## config.mk

```make
export PLATFORM = sky130hd
export DESIGN_NAME = uarch_trace_encoder
export DESIGN_NICKNAME = d
export VERILOG_FILES = /design/src/rtl/uarch_trace_pkg.sv /design/src/rtl/uarch_trace_fifo.sv /design/src/rtl/uarch_trace_encoder.sv
export SDC_FILE = /design/constraint.sdc
export NUM_CORES = 1
export LEC_CHECK = 0
export CORE_MARGIN = 3
export CORE_UTILIZATION = 25
export CTS_BUF_LIST = sky130_fd_sc_hd__clkbuf_16
export CTS_CLUSTER_DIAMETER = 150
export DETAILED_ROUTE_END_ITERATION = 16
export DONT_BUFFER_PORTS = 1
export GPL_TIMING_DRIVEN = 0
export HOLD_SLACK_MARGIN = 0.06
export PLACE_DENSITY_LB_ADDON = 0.12
export RECOVER_POWER = 50
export SLEW_MARGIN = 30
export SYNTH_ARGS = -nofsm -noshare
export SYNTH_HDL_FRONTEND = slang
export SYNTH_SLANG_ARGS = --single-unit
```

## constraint.sdc

```tcl
create_clock -name clk -period 19.9 [get_ports clk]
set_clock_uncertainty 0.2 [all_clocks]
set_input_delay 2.985 -clock clk [delete_from_list [all_inputs] [get_ports clk]]
set_output_delay 2.985 -clock clk [all_outputs]
set_load 0.02 [all_outputs]
```

## src/rtl/uarch_trace_pkg.sv

```systemverilog
// Shared types and helpers for the pipeline-trace encoder: event codes,
// record kinds and the record-width calculation.
package uarch_trace_pkg;

  typedef enum logic [1:0] {
    EV_NONE   = 2'b00,
    EV_SINGLE = 2'b01,
    EV_START  = 2'b10,
    EV_END    = 2'b11
  } ev_code_e;

  localparam logic KIND_EVENT = 1'b0;
  localparam logic KIND_OVF   = 1'b1;

  function automatic int rec_width(input int num_stages, input int pc_w, input int ts_w);
    return 1 + ts_w + 2 * num_stages + pc_w * num_stages;
  endfunction

  // mc marks an instruction that was already in the stage last cycle and
  // has not completed yet, so a completion now ends a multicycle run.
  function automatic ev_code_e ev_classify(input logic busy, input logic done, input logic mc);
    ev_code_e code;
    code = EV_NONE;
    if (busy && done) begin
      code = mc ? EV_END : EV_SINGLE;
    end else if (busy && !mc) begin
      code = EV_START;
    end
    return code;
  endfunction

endpackage

```

## src/rtl/uarch_trace_fifo.sv

```systemverilog
// DEPTH x WIDTH synchronous FIFO with a registered head-of-queue output.
// A write into an empty FIFO is visible on rdata one cycle later.
module uarch_trace_fifo #(
  parameter int DEPTH = 8,
  parameter int WIDTH = 32
) (
  input  logic                       clk,
  input  logic                       rst,
  input  logic                       push,
  input  logic                       pop,
  input  logic [WIDTH-1:0]           wdata,
  output logic [WIDTH-1:0]           rdata,
  output logic                       empty,
  output logic [$clog2(DEPTH):0]     fill
);

  localparam int AW     = $clog2(DEPTH);
  localparam int FILL_W = AW + 1;

  logic [WIDTH-1:0]  mem [DEPTH];
  logic [AW-1:0]     wr_q, wr_d, rd_q, rd_d, rd_nxt;
  logic [FILL_W-1:0] fill_q, fill_d;
  logic [WIDTH-1:0]  rdata_q, rdata_d;
  logic              push_ok, pop_ok;

  always_comb begin
    push_ok = push && (fill_q != FILL_W'(DEPTH));
    pop_ok  = pop && (fill_q != '0);
    rd_nxt  = rd_q + 1'b1;
    wr_d    = push_ok ? wr_q + 1'b1 : wr_q;
    rd_d    = pop_ok ? rd_nxt : rd_q;

    case ({push_ok, pop_ok})
      2'b10:   fill_d = fill_q + 1'b1;
      2'b01:   fill_d = fill_q - 1'b1;
      default: fill_d = fill_q;
    endcase

    // The head register tracks whatever entry will sit at rd_d after this
    // edge; with a single entry left, that successor is the incoming word.
    rdata_d = rdata_q;
    if (pop_ok) begin
      rdata_d = (fill_q == FILL_W'(1)) ? wdata : mem[rd_nxt];
    end else if (push_ok && (fill_q == '0)) begin
      rdata_d = wdata;
    end
  end

  // NOTE: storage array has no reset; validity is tracked by fill/pointers,
  // which keeps the array free to map onto RAM.
  always_ff @(posedge clk) begin
    if (push_ok) begin
      mem[wr_q] <= wdata;
    end
  end

  // NOTE: all state uses non-blocking assignment so every flop samples the
  // pre-edge values, independent of statement order.
  always_ff @(posedge clk) begin
    if (rst) begin
      wr_q    <= '0;
      rd_q    <= '0;
      fill_q  <= '0;
      rdata_q <= '0;
    end else begin
      wr_q    <= wr_d;
      rd_q    <= rd_d;
      fill_q  <= fill_d;
      rdata_q <= rdata_d;
    end
  end

  assign rdata = rdata_q;
  assign empty = (fill_q == '0);
  assign fill  = fill_q;

endmodule

```

## src/rtl/uarch_trace_encoder.sv

```systemverilog
// Pipeline-trace encoder: classifies per-stage activity into events, packs
// timestamped records, and queues them with in-band overflow markers.
module uarch_trace_encoder
  import uarch_trace_pkg::*;
#(
  parameter int NUM_STAGES = 3,
  parameter int PC_W       = 32,
  parameter int TS_W       = 16,
  parameter int DEPTH      = 8,
  parameter int DROP_W     = 16,
  localparam int REC_W     = rec_width(NUM_STAGES, PC_W, TS_W)
) (
  input  logic                         clk,
  input  logic                         rst,
  input  logic                         trace_en,
  input  logic [NUM_STAGES-1:0]        stage_busy,
  input  logic [NUM_STAGES-1:0]        stage_done,
  input  logic [PC_W*NUM_STAGES-1:0]   stage_pc,
  output logic                         out_valid,
  input  logic                         out_ready,
  output logic [REC_W-1:0]             out_data,
  output logic [$clog2(DEPTH):0]       fill
);

  localparam int FILL_W = $clog2(DEPTH) + 1;
  localparam int EV_W   = 2 * NUM_STAGES;
  localparam int PCS_W  = PC_W * NUM_STAGES;

  logic [NUM_STAGES-1:0] busy_q, busy_d, done_q, done_d, mc;
  logic [TS_W-1:0]       ts_q, ts_d;
  logic [DROP_W-1:0]     drop_q, drop_d;
  logic [EV_W-1:0]       ev;
  logic                  ev_any, space, push, pop, empty;
  logic [PCS_W-1:0]      pc_ovf;
  logic [REC_W-1:0]      wdata;
  logic [FILL_W-1:0]     fill_w;

  assign mc = busy_q & ~done_q;

  always_comb begin
    ev = '0;
    for (int i = 0; i < NUM_STAGES; i++) begin
      ev[2*i +: 2] = ev_classify(stage_busy[i], stage_done[i], mc[i]);
    end
    ev_any = trace_en && (ev != '0);
  end

  always_comb begin
    busy_d = trace_en ? stage_busy : '0;
    done_d = trace_en ? stage_done : '0;
    ts_d   = ts_q + 1'b1;
  end

  // Space is judged on the start-of-cycle fill; a same-cycle pop never
  // makes room, so a full FIFO always refuses the write.
  assign space = (fill_w < FILL_W'(DEPTH));

  always_comb begin
    pc_ovf                = '0;
    pc_ovf[DROP_W-1:0]    = drop_q;
    push                  = 1'b0;
    wdata                 = {KIND_EVENT, ts_q, ev, stage_pc};
    drop_d                = drop_q;
    if ((drop_q != '0) && space) begin
      push   = 1'b1;
      wdata  = {KIND_OVF, ts_q, {EV_W{1'b0}}, pc_ovf};
      drop_d = ev_any ? DROP_W'(1) : '0;
    end else if (ev_any && space) begin
      push = 1'b1;
    end else if (ev_any && (drop_q != '1)) begin
      drop_d = drop_q + 1'b1;
    end
  end

  always_ff @(posedge clk) begin
    if (rst) begin
      busy_q <= '0;
      done_q <= '0;
      ts_q   <= '0;
      drop_q <= '0;
    end else begin
      busy_q <= busy_d;
      done_q <= done_d;
      ts_q   <= ts_d;
      drop_q <= drop_d;
    end
  end

  assign pop       = ~empty & out_ready;
  assign out_valid = ~empty;
  assign fill      = fill_w;

  uarch_trace_fifo #(
    .DEPTH (DEPTH),
    .WIDTH (REC_W)
  ) u_fifo (
    .clk   (clk),
    .rst   (rst),
    .push  (push),
    .pop   (pop),
    .wdata (wdata),
    .rdata (out_data),
    .empty (empty),
    .fill  (fill_w)
  );

endmodule

```

Word level (Yosys, flattened, before mapping)
Memory sizes are Yosys's and may differ from the RTL's.
Index checks and enable logic that the tools add are counted.
Storage, ports and cells
  RAM bits: 952
  flip-flop bits (word level): 167
  output and inout bits: 124
  memories kept: 1
  logic and storage cells: 74
  input bits: 106
Operators by class
  bitwise logic cells: 5
  $lt $le $gt $ge: 1
  $add $sub $neg: 6
  mux-type cells: 22
  eq/ne operators: 6
  reduce and logical (&&, ||, !) cells: 25
Memories
  u_fifo.mem: words 8, width 119, rd ports 1, clocked after memory_dff 0, wr ports 1, RTL line uarch_trace_fifo.sv:20  | logic [WIDTH-1:0] mem [DEPTH];
Operator list (count)
  $mux 119: 4
  $mux 16: 3
  $add 16x1->16 const B: 2
  $mux 2: 9
  $ne 16x16->1 const B: 1
  $reduce_bool 16->1: 1
  $logic_and 1x1->1: 13
  $pmux 4 s2: 1
  $add 3x1->3 const B: 2
  $reduce_bool 2->1: 3
  $reduce_bool 6->1: 1
  $mux 1: 5
  $add 4x1->4 const B: 1
  $eq 4x1->1 const B: 1
  $logic_not 4->1: 1
  $lt 4x4->1 const B: 1
  $ne 4x4->1 const B: 1
  $reduce_bool 4->1: 1
  $sub 4x1->4 const B: 1
  $and 3x3->3: 1
  $logic_not 1->1: 3
  $not 3->3: 1
  $eq 2x1->1 const B: 1
  $eq 2x2->1 const B: 1
  5 further kinds: 6

Longest topological paths before layout
Gate-level depths: netlist of the first run.
  depth in word-level cells: 15
  mapped depth: 13
  depth with buffers taken out: 11

Hierarchy
Synthesis of the first run repeated with hierarchy kept, for this count alone.
Second synthesis, totals
  cells, all modules: 2311
  area total of the unflattened synthesis: 42665.9 um2
Modules (own cells, without submodules)
  uarch_trace_fifo: cells an instance 1980, area an instance 40112.2 um2, instances 1, seq. area each 31169.9 um2
  uarch_trace_encoder: cells an instance 331, area an instance 2553.7 um2, instances 1, seq. area each 760.7 um2

Least setup slack after synthesis of the first run
Ideal clock, no wire load.
  path kind: input to register
  start point: in stage_done[1]
  end point: mem u_fifo.mem[2][0] (netlist bit) (enable)
  slack: 2881 ps
  data arrival time: 15888 ps
  stages: 6
  path buffers: 1
  required time: 18769 ps
  library setup time: 931 ps
  cell sequence: or3b_1 > a222oi_1 > nand2b_2 > o21a_1 > buf_2 > nor4b_1
Between the ends
  word-level cells in the longest chain between the ends: 10
Ends and longest elaborated chain
  start, declared: RTL line uarch_trace_encoder.sv:17  | input logic [NUM_STAGES-1:0] stage_done,
  $logic_and 1x1->1: RTL line uarch_trace_pkg.sv:24  | if (busy && done) begin
  $mux 2: RTL line uarch_trace_pkg.sv:24
  $reduce_bool 6->1: RTL line uarch_trace_encoder.sv:45  | ev_any = trace_en && (ev != '0);
  $logic_and 1x1->1: RTL line uarch_trace_encoder.sv:45
  $logic_and 1x1->1: RTL line uarch_trace_encoder.sv:68  | end else if (ev_any && space) begin
  $mux 1: RTL line uarch_trace_encoder.sv:68
  $mux 1: RTL line uarch_trace_encoder.sv:64  | if ((drop_q != '0) && space) begin
  $logic_and 1x1->1: RTL line uarch_trace_fifo.sv:27  | push_ok = push && (fill_q != FILL_W'(DEPTH));
  $mux 1: RTL line uarch_trace_fifo.sv:52  | if (push_ok) begin
  $mux 1 (implied by the code): RTL line uarch_trace_fifo.sv:53  | mem[wr_q] <= wdata;
  end, declared: RTL line uarch_trace_fifo.sv:20
No other way between the ends.

Final worst setup path of the first run
  start point: in stage_done[1]
  end point: mem u_fifo.mem[4][57] (netlist bit) (enable)
Same word-level chain as after synthesis.

==> results of run 1 <==
[per-stage QoR]
step | TNS, ps | total power [uW] | hold WS, ps | setup slack (ps)
after floorplan | 0 | 4713 | 264.6 | 2881
after global placement | -8160300 | 5661 | 309.2 | -15690
after detailed placement | 0 | 5588 | 327.5 | 12910
after CTS | 0 | 7957 | 344.4 | 13720
after global routing | 0 | 8179 | 375.0 | 13560
final | 0 | 7795 | 352.0 | 13640
[critical path: cells and delay by family]
kind / cells / cell delay, ps
buf+inv: 8 / 1420
simple gates: 4 / 1190
compound gates: 2 / 940
[area by class of cell]
class,instances,area [sq um]
fillers,16846,119900
diodes,17,42.54
well taps,2310,2890
clock buffers,134,3353
multi-input cells,1078,10950
clock inverters,107,823.3
plain buffers,155,732.0
inverters,26,97.59
flip-flops and latches,1119,31930
repair buffers,226,1749
[registers in the layout (all words and copies together), names as in the netlist]
signal        cells
busy_q            3
u_fifo.wr_q       3
u_fifo.mem      952
u_fifo.rd_q       3
ts_q             16
u_fifo.fill       4
u_fifo.rdata    119
done_q            3
drop_q           16
[cells by family after synthesis]
family,Yosys count,share of synthesized area
flops,1119,0.7317
simple gates,487,0.05247
compound gates,302,0.06293
mux,243,0.1240
buf+inv,181,0.01892
xor+xnor,37,0.007426
fa+ha+maj,9,0.002580
[Yosys cell counts (3+ instances only)]
library cell,instances
a311oi_2,80
nor3b_1,5
buf_6,7
xnor2_1,22
edfxtp_1,952
a21oi_1,52
nor3_1,9
nand3_1,26
dfxtp_1,167
nor2_1,128
and2_1,88
buf_1,5
and4_1,3
buf_4,8
nand2_1,180
a22oi_1,80
o211ai_1,26
inv_1,25
o21ai_0,17
a211o_1,9
nor4_1,11
a22o_1,5
nand4_1,7
mux2i_1,5
ha_1,9
clkbuf_1,84
o22ai_1,10
mux4_2,238
and3_1,7
buf_2,51
nor2b_1,3
xor2_1,15
o22a_1,10
[cell usage in the layout (no fill, tap or decap), drive strengths merged, types with 10 or more instances in the layout]
cell type / Yosys / final
xor2: 15 / 15
mux4: 238 / 238
o22ai: 10 / 10
and2: 89 / 89
bufinv: 0 / 11
a21oi: 52 / 52
edfxtp: 952 / 952
nor2: 129 / 129
nand2: 180 / 180
o22a: 10 / 10
nand3: 26 / 26
o21ai: 17 / 17
nor4: 11 / 11
a311oi: 81 / 81
xnor2: 22 / 22
dfxtp: 167 / 167
clkinv: 0 / 62
diode: 0 / 17
clkbuf: 84 / 223
buf: 71 / 292
a22oi: 80 / 80
inv: 26 / 58
o211ai: 26 / 26
[report_power, final]
part / switching [uW] / internal (uW)
sequential: 270 / 2940
combinational: 1400 / 857
clock: 963 / 1370
[worst max-delay path by stage]
stage,end,slack [ps],from
2_1_floorplan,u_fifo.mem[2][0],2880,stage_done[1]
3_3_place_gp,u_fifo.mem[2][53],-15690,stage_done[1]
3_5_place_dp,u_fifo.mem[4][51],12910,stage_done[1]
4_1_cts,u_fifo.mem[4][57],13720,stage_done[1]
5_1_grt,u_fifo.mem[4][51],13560,stage_done[1]
6_report,u_fifo.mem[4][57],13640,stage_done[1]
[routing by layer]
layer	part of all wire	track usage	wire, microns	up-vias
met5	0.00033	0	45	-
met4	0.033	0.06131	4459	6
met3	0.042	0.03063	5718	195
met2	0.53	0.2697	71940	450
met1	0.39	0.1729	53020	12475
li1	-	-	-	10332
==> results by group, run 1 <==
Worst setup path
  • CP max stage delay: 790 ps
  • CP Launch Type: primary input
  • Crit path cell chain: or3b_1 -> a222oi_1 -> nand2b_1 -> o21a_1 -> buf_2 -> nand2b_1 -> nor3_2 -> buf_4 -> buf_6 -> buf_4 -> buf_4 -> buf_4 -> buf_4 -> buf_4
  • CP required: 20200 ps
  • Worst reg2reg endpoint: u_fifo.mem[0][57]
  • Crit Path Class: primary input to flop
  • Crit end category: flop
  • Slowest-stage cell, CP: a222oi_1
  • CP arrival: 6560 ps
  • R2R cell count: 17
  • Worst reg2reg startpoint: drop_q[0]
  • Worst R2R Setup Slack: approximately 15000 ps
  • CP most frequent cell: buf_4
  • Maximum fanout along the worst path: 8

STA
  • Slew Viols, Final: 11
  • Max Clock Freq: 159.8 MHz
  • Hold Vio Cnt, Final: 0
  • Crit path time final: 6260 ps
  • Slew margin rel.: -0.01052
  • Setup-failing EPs final: 0
  • RSZ-0062 raised after global routing: no
  • Worst-margin pin slew: 1516 ps
  • Final period util: 0.3146

Synth
  • Cell variety after synth: 61
  • Area contributors post-synth: edfxtp_1, mux4_2, dfxtp_1
  • #FFs+latches synth: between 1000 and 1500
  • Synth Warn #: 0
  • Number of flops mapped to enable cells by yosys: 952
  • Asr flop ratio synth: 0
  • Cell count after synthesis: 2378
  • Syn Std Cell Area: 0.04364 sq mm
  • Area share of the largest cell type after synthesis: 0.6551
  • Top FF cell, synth: edfxtp_1
  • Synth Area per Inst: 18.35 sq um
  • Syn nets: 2493
  • Sequential fraction of the synthesis area: 0.7317
  • Area leader, netlist: edfxtp_1

Floorplan
  • Initial Util: 0.2530
  • Core area: 0.1725 sq mm
  • Die Height: 423.8 microns
  • Width of the die: 423.8 microns
  • Die footprint: 0.1796 sq mm
  • Rows: around 150
  • I/O pin count: 230

Run status
  • Run status: finished, violations left
  • Failing checks: capacitance limit, slew limit

Global routing
  • Largest net degree at the start of global routing: 17
  • First-pass GRT wire length: around 190 mm
  • Tot GR Track Use: 0.1498
  • Initial antenna violation count: 13
  • Total gr overflow: 0
  • Vias in the first global route: 25056

Clocking
  • Setup Fix Bufs, Post-CTS: 0
  • # hold bufs at CTS: 0
  • Clk sinks: 1119
  • Reg clk slew, reported paths: approximately 60 ps
  • Skew-Pair Late Insertion Delay: 750 ps
  • CTS root buffer: clkbuf_16
  • CTS buffer count: 130
  • H-tree levels: 4
  • Clock tree buffer depth: 3
  • CTS tree: done
  • Cts repair resizes: 0

Run
  • Max cap viols: 1

Cells and area
  • Area delta synth->final: 20.45%
  • NumNets Final: 2851
  • Finished Layout Cells: 5172
  • Final instance area: 0.05256 sq mm
  • Fin util: 0.3047
  • Share of cells above drive strength 1: 0.2879

Detailed routing
  • Final ANT Viol Nets: 0
  • DR pass1 iterations: 5
  • WL final: 135.2 mm
  • Vias: 23458
  • DRC viols: 0
  • Routed vias/inst: 4.536
  • Avg WL per Cell: approximately 26 microns
  • DR iter-0 viols: 1601

Placed design
  • Port bufs: 0
  • DP Cell Count: 4914
  • Placed cell areas: about 0.048 sq mm
  • Dpl hpwl: a little under 100 mm
  • GP Congestion: 0.7202

Power and ir drop
  • VDD IR-drop max: 0.08080 mV
  • Leak: between 0.015 and 0.02 uW
  • Power per Cell Area: around 150 mW/mm^2

Min path
  • Hold depth: 2
  • Hold Crit Class: flop to flop
  • Hold EP: u_fifo.rd_q[1]
  • Hold_sp: u_fifo.rd_q[1]
Power figures use the tool's default switching activity.
==> inputs of run 2 (changes only) <==
==> constraint.sdc (replaced) <==
create_clock -name clk -period 5 [get_ports clk]
set_clock_uncertainty 0.2 [all_clocks]
set_input_delay 0.75 -clock clk [delete_from_list [all_inputs] [get_ports clk]]
set_output_delay 0.75 -clock clk [all_outputs]
set_load 0.02 [all_outputs]
==> run 2 against run 1 <==
The flow now finishes without violations. First-iteration DRC count increased by 10%. Die area unchanged. Worst hold slack lost 180 ps. Routed wire length rose by 2.4%. Non-clock buffer count up 9. Largest cell class unchanged. Highest routed layer is now met4.
==> results by group, run 2 (synthesized netlist as in run 1, its figures left out) <==
Floorplan
  • Die Height: 423.8 microns
  • Width of the die: around 420 microns
  • I/O pin count: between 200 and 250
  • Core area: 0.1725 sq mm
  • Initial Util: 0.2530
  • Rows: approximately 150
  • Die footprint: 0.1796 sq mm

Cells and area
  • NumNets Final: approximately 2900
  • Most common cell after layout, fill and taps aside: edfxtp_1
  • Commonest non-fill, non-tap cells in the layout: edfxtp_1, mux4_2, nand2_1
  • Final instance area: 0.05297 sq mm
  • Top reg by flops: u_fifo.mem
  • Share of cells above drive strength 1: 0.2445
  • Sequential Area: 0.03193 sq mm
  • Max reg flops: roughly 950
  • Fillcell total: 16934
  • Area delta synth->final: 21.39%
  • Finished Layout Cells: 5170
  • Multi-input logic area: about 0.011 sq mm

Worst setup path
  • CP required: 5160 ps
  • Maximum fanout along the worst path: 10
  • CP Launch Type: flop
  • Crit Path Class: flop to flop
  • Crit end category: flop
  • CP arrival: 4540 ps

Placed design
  • Port bufs: 0
  • Placed cell areas: about 0.048 sq mm
  • GP Congestion: 0.7123
  • Pre-CTS WS: 684.4 ps
  • Dpl hpwl: 94.87 mm
  • DP Cell Count: about 4800

Global routing
  • Total gr overflow: 0
  • Vias in the first global route: 25411
  • Tot GR Track Use: 0.1526
  • First-pass GRT wire length: 195.7 mm
  • Initial antenna violation count: 29
  • Largest net degree at the start of global routing: 18

STA
  • Final period util: 0.8756
  • Max Clock Freq: 228.4 MHz
  • Hold Vio Cnt, Final: 0
  • Slew margin rel.: 0.1357
  • Hold Slack: 175.0 ps
  • Worst-margin pin slew: 1296 ps
  • RSZ-0062 raised after global routing: no
  • Worst setup margin: approximately 620 ps
  • Setup-failing EPs final: 0
  • Slew Viols, Final: 0
  • Crit path time final: 4378 ps

Clocking
  • Clock tree buffer depth: 3
  • CTS tree: done
  • CTS root buffer: clkbuf_16
  • Skew-Pair Late Insertion Delay: between 700 and 800 ps
  • H-tree levels: 3
  • Clk sinks: between 1000 and 1500
  • Reg clk slew, reported paths: 60 ps
  • CTS buffer count: 121
  • Cts repair resizes: 0

Power and ir drop
  • Pint: 20090 uW
  • Sw Pwr: between 10000 and 15000 uW
  • Leak: 0.01667 uW
  • Net Sw Frac: 0.3422
  • Flop pwr share: 0.419
  • Combinational fraction of design power: 0.295
  • Power share of the clock group: 0.286
  • VDD IR-drop max: 0.3309 mV
  • Power per Cell Area: 576.6 mW/mm^2
  • Tot Pwr: 30540 uW

Detailed routing
  • Avg WL per Cell: roughly 27 microns
  • Vias: around 24000
  • DRC viols: 0
  • Final ANT Viol Nets: 0
  • DR pass1 iterations: 6
  • Routed vias/inst: 4.587
  • DR iter-0 viols: 1767
  • WL final: 138.4 mm

Run status
  • Run status: finished, final reports clean

Min path
  • Hold Crit Class: primary input to flop

Run
  • Max cap viols: 0
run 2: final timing paths:
path	start	to	slack, ps	cells after the start
worst max-delay path	drop_q[1]	u_fifo.mem[3][11]	620	11
worst min-delay path	stage_pc[7]	u_fifo.rdata[7]	170	3
worst max register to register	drop_q[1]	u_fifo.mem[3][11]	620	11
worst min register to register	u_fifo.rd_q[1]	u_fifo.rd_q[1]	340	2
run 2: worst max-delay path, stage by stage, from the launching register on:
cell,delay (ps)
dfxtp_1,430
inv_2,40
ha_1,220
nor3b_1,150
and4_1,330
or2_1,260
clkbuf_1,210
o21a_1,190
buf_6,160
nor3_4,480
clkbuf_1,710
clkbuf_1,610
run 2: what timing repair did:
action                                 in CTS  in global routing
hold buffers                               92                  0
endpoints found under the hold margin      93                  0
setup buffers                               0                  0
run 2: per-stage QoR:
step	TNS (ps)	util
2_1_floorplan	-535130	-
3_3_place_gp	-5154300	0.2704
3_5_place_dp	0	0.2805
4_1_cts	0	0.3083
5_1_grt	0	0.3070
6_report	0	0.3071
run 2: layer usage:
metal	routed length, microns	vias up	share of wire	global-route usage
li1	-	10334	-	-
met1	56220	12546	0.41	0.1866
met2	71960	582	0.52	0.2728
met3	5940	255	0.043	0.02368
met4	4254	0	0.031	0.05197
met5	0	-	0	0
run 2: area by class of cell:
cell class	instances	area share
Buffer	155	0.01384
Clock inverter	108	0.01542
Multi-Input combinational cell	1078	0.2075
Tap cell	2310	0.05456
Sequential cell	1119	0.6028
Antenna cell	17	0.0008031
Timing Repair Buffer	235	0.04554
Inverter	26	0.001842
Clock buffer	122	0.05763
run 2: power groups by stage:
stage	Combinational, uW	Clock [uW]	Sequential (uW)
after floorplan	5870	0	12700
after global placement	8770	0	13100
after detailed placement	9290	0	13000
after CTS	9380	9030	12800
after global routing	9780	9400	12900
final	9020	8740	12800
==> inputs of run 3 (changes only) <==
==> constraint.sdc (replaced) <==
create_clock -name clk -period 5 [get_ports clk]
set_clock_uncertainty 0.2 [all_clocks]
set_input_delay 1 -clock clk [delete_from_list [all_inputs] [get_ports clk]]
set_output_delay 1 -clock clk [all_outputs]
set_load 0.02 [all_outputs]
==> run 3 against run 2 <==
Sequential share of layout area up 0.83 points. Routed wire length fell by 2.5%. Critical path depth shrank 4. Utilization fell by 0.42 points. Maximum frequency shrank 0.62%. Power up 0.81%. Worst hold slack better by 7.9 ps. Die area is the same. Worst setup slack got worse by 28 ps. Combinational power is essentially flat.
==> results by group, run 3 (synthesized netlist as in run 1, its figures left out) <==
Worst setup path
  • Crit Path Class: flop to flop
  • Maximum fanout along the worst path: 10
  • CP Launch Type: flop
  • CP arrival: just under 5000 ps
  • Crit end category: flop
  • CP required: 5400 ps
  • R2R cell count: 7

STA
  • Post-route setup TNS: 0 ps
  • Max Clock Freq: 227.0 MHz
  • Hold Slack: between 150 and 200 ps
  • Setup-failing EPs final: 0
  • Worst setup margin: 594.6 ps
  • Worst-margin pin slew: 1371 ps
  • Hold Vio Cnt, Final: 0
  • Final period util: 0.8811
  • Slew margin rel.: 0.08590
  • Slew Viols, Final: 0
  • RSZ-0062 raised after global routing: no
  • Crit path time final: 4405 ps

Detailed routing
  • DRC viols: 0
  • Final ANT Viol Nets: 0
  • Routed vias/inst: about 4.6
  • Avg WL per Cell: 26.52 microns
  • WL final: about 130 mm
  • DR iter-0 viols: 1645
  • Vias: 23180
  • DR pass1 iterations: 6

Cells and area
  • Share of cells above drive strength 1: 0.2528
  • Max reg flops: 952
  • Commonest non-fill, non-tap cells in the layout: edfxtp_1, mux4_2, nand2_1
  • Most common cell after layout, fill and taps aside: edfxtp_1
  • Sequential Area: between 0.03 and 0.04 sq mm
  • Top reg by flops: u_fifo.mem
  • Multi-input logic area: around 0.011 sq mm
  • Fin util: 0.3029
  • Final instance area: 0.05225 sq mm
  • Area delta synth->final: 19.73%
  • NumNets Final: 2772
  • Fillcell total: 16969

Clocking
  • Skew-Pair Late Insertion Delay: 750 ps
  • Reg clk slew, reported paths: about 60 ps
  • CTS tree: done
  • Clk sinks: 1119
  • H-tree levels: 4
  • Cts repair resizes: 0
  • # hold bufs at CTS: 0
  • CTS buffer count: 130
  • CTS root buffer: clkbuf_16
  • Clock tree buffer depth: 3
  • Setup Fix Bufs, Post-CTS: 0

Min path
  • Hold depth: 1
  • Hold Crit Class: primary input to flop

Global routing
  • Initial antenna violation count: 10
  • Largest net degree at the start of global routing: 17
  • Total gr overflow: 0
  • First-pass GRT wire length: approximately 190 mm
  • Tot GR Track Use: 0.1499
  • Vias in the first global route: 24823

Floorplan
  • Width of the die: 423.8 microns
  • Initial Util: 0.2530
  • I/O pin count: 230
  • Core area: 0.1725 sq mm
  • Die footprint: 0.1796 sq mm
  • Die Height: 423.8 microns
  • Rows: approximately 150

Placed design
  • GP Congestion: 0.7253
  • Pre-CTS WS: roughly 510 ps
  • Placed cell areas: around 0.048 sq mm
  • Port bufs: 0
  • Dpl hpwl: 94.94 mm

Run
  • Max cap viols: 0

Power and ir drop
  • Power per Cell Area: ~590 mW/mm^2
  • VDD IR-drop max: 0.3568 mV
  • Leak: 0.01645 uW

Run status
  • Run status: finished, final reports clean
[run 3: cell types whose count changed in the layout (fill, tap and decap cells not counted), sizes merged]
cell	before	now
buf	177	186
bufinv	10	6
clkbuf	243	254
clkinv	66	45
clkinvlp	3	4
diode	17	14
dlygate4sd3	92	0
inv	55	69
[run 3: layout make-up]
| class | count | area share |
|---|---|---|
| flip-flops and latches | 1119 | 0.6111 |
| multi-input cells | 1078 | 0.2094 |
| clock buffers | 138 | 0.06610 |
| well taps | 2310 | 0.05532 |
| repair buffers | 147 | 0.03015 |
| plain buffers | 155 | 0.01411 |
| clock inverters | 98 | 0.01123 |
| inverters | 26 | 0.001868 |
| diodes | 14 | 0.0006705 |
[run 3: through the flow]
stage / std cells / total power, uW
after global placement: 4688 / 21900
after global routing: 5080 / 32400
after floorplan: 2378 / 18590
final: 5085 / 30790
after detailed placement: 4835 / 22380
after CTS: 5071 / 31550
[run 3: power by group]
part	total, uW	leakage, uW	switching (uW)	internal, uW
logic	9010	0.00425	5580	3430
clock network	9010	0.00212	3750	5260
registers	12800	0.0101	1060	11700
total	30800	0.0164	10400	20400
[run 3: critical path, cell delays in order (launching register included)]
cell and delay (ps):
dfxtp_1 320, ha_1 390, clkbuf_1 670, clkbuf_1 1060, clkbuf_1 700, mux4_2 410, a22oi_1 350, a311oi_2 150
[run 3: per-layer routing]
layer,wire length (microns),GRT usage,part of all wire
met1,54840,0.1817,0.41
met2,70370,0.2641,0.52
met3,6113,0.03306,0.045
met4,3521,0.04753,0.026
met5,27,0,0.00020
[run 3: path summary, 6_finish.rpt]
check / start / end / slack, ps
max reg2reg: u_fifo.rd_q[1] / u_fifo.rdata[65] / 590
max: u_fifo.rd_q[1] / u_fifo.rdata[65] / 590
min: stage_busy[1] / busy_q[1] / 180
min reg2reg: u_fifo.rd_q[1] / u_fifo.rd_q[1] / 330
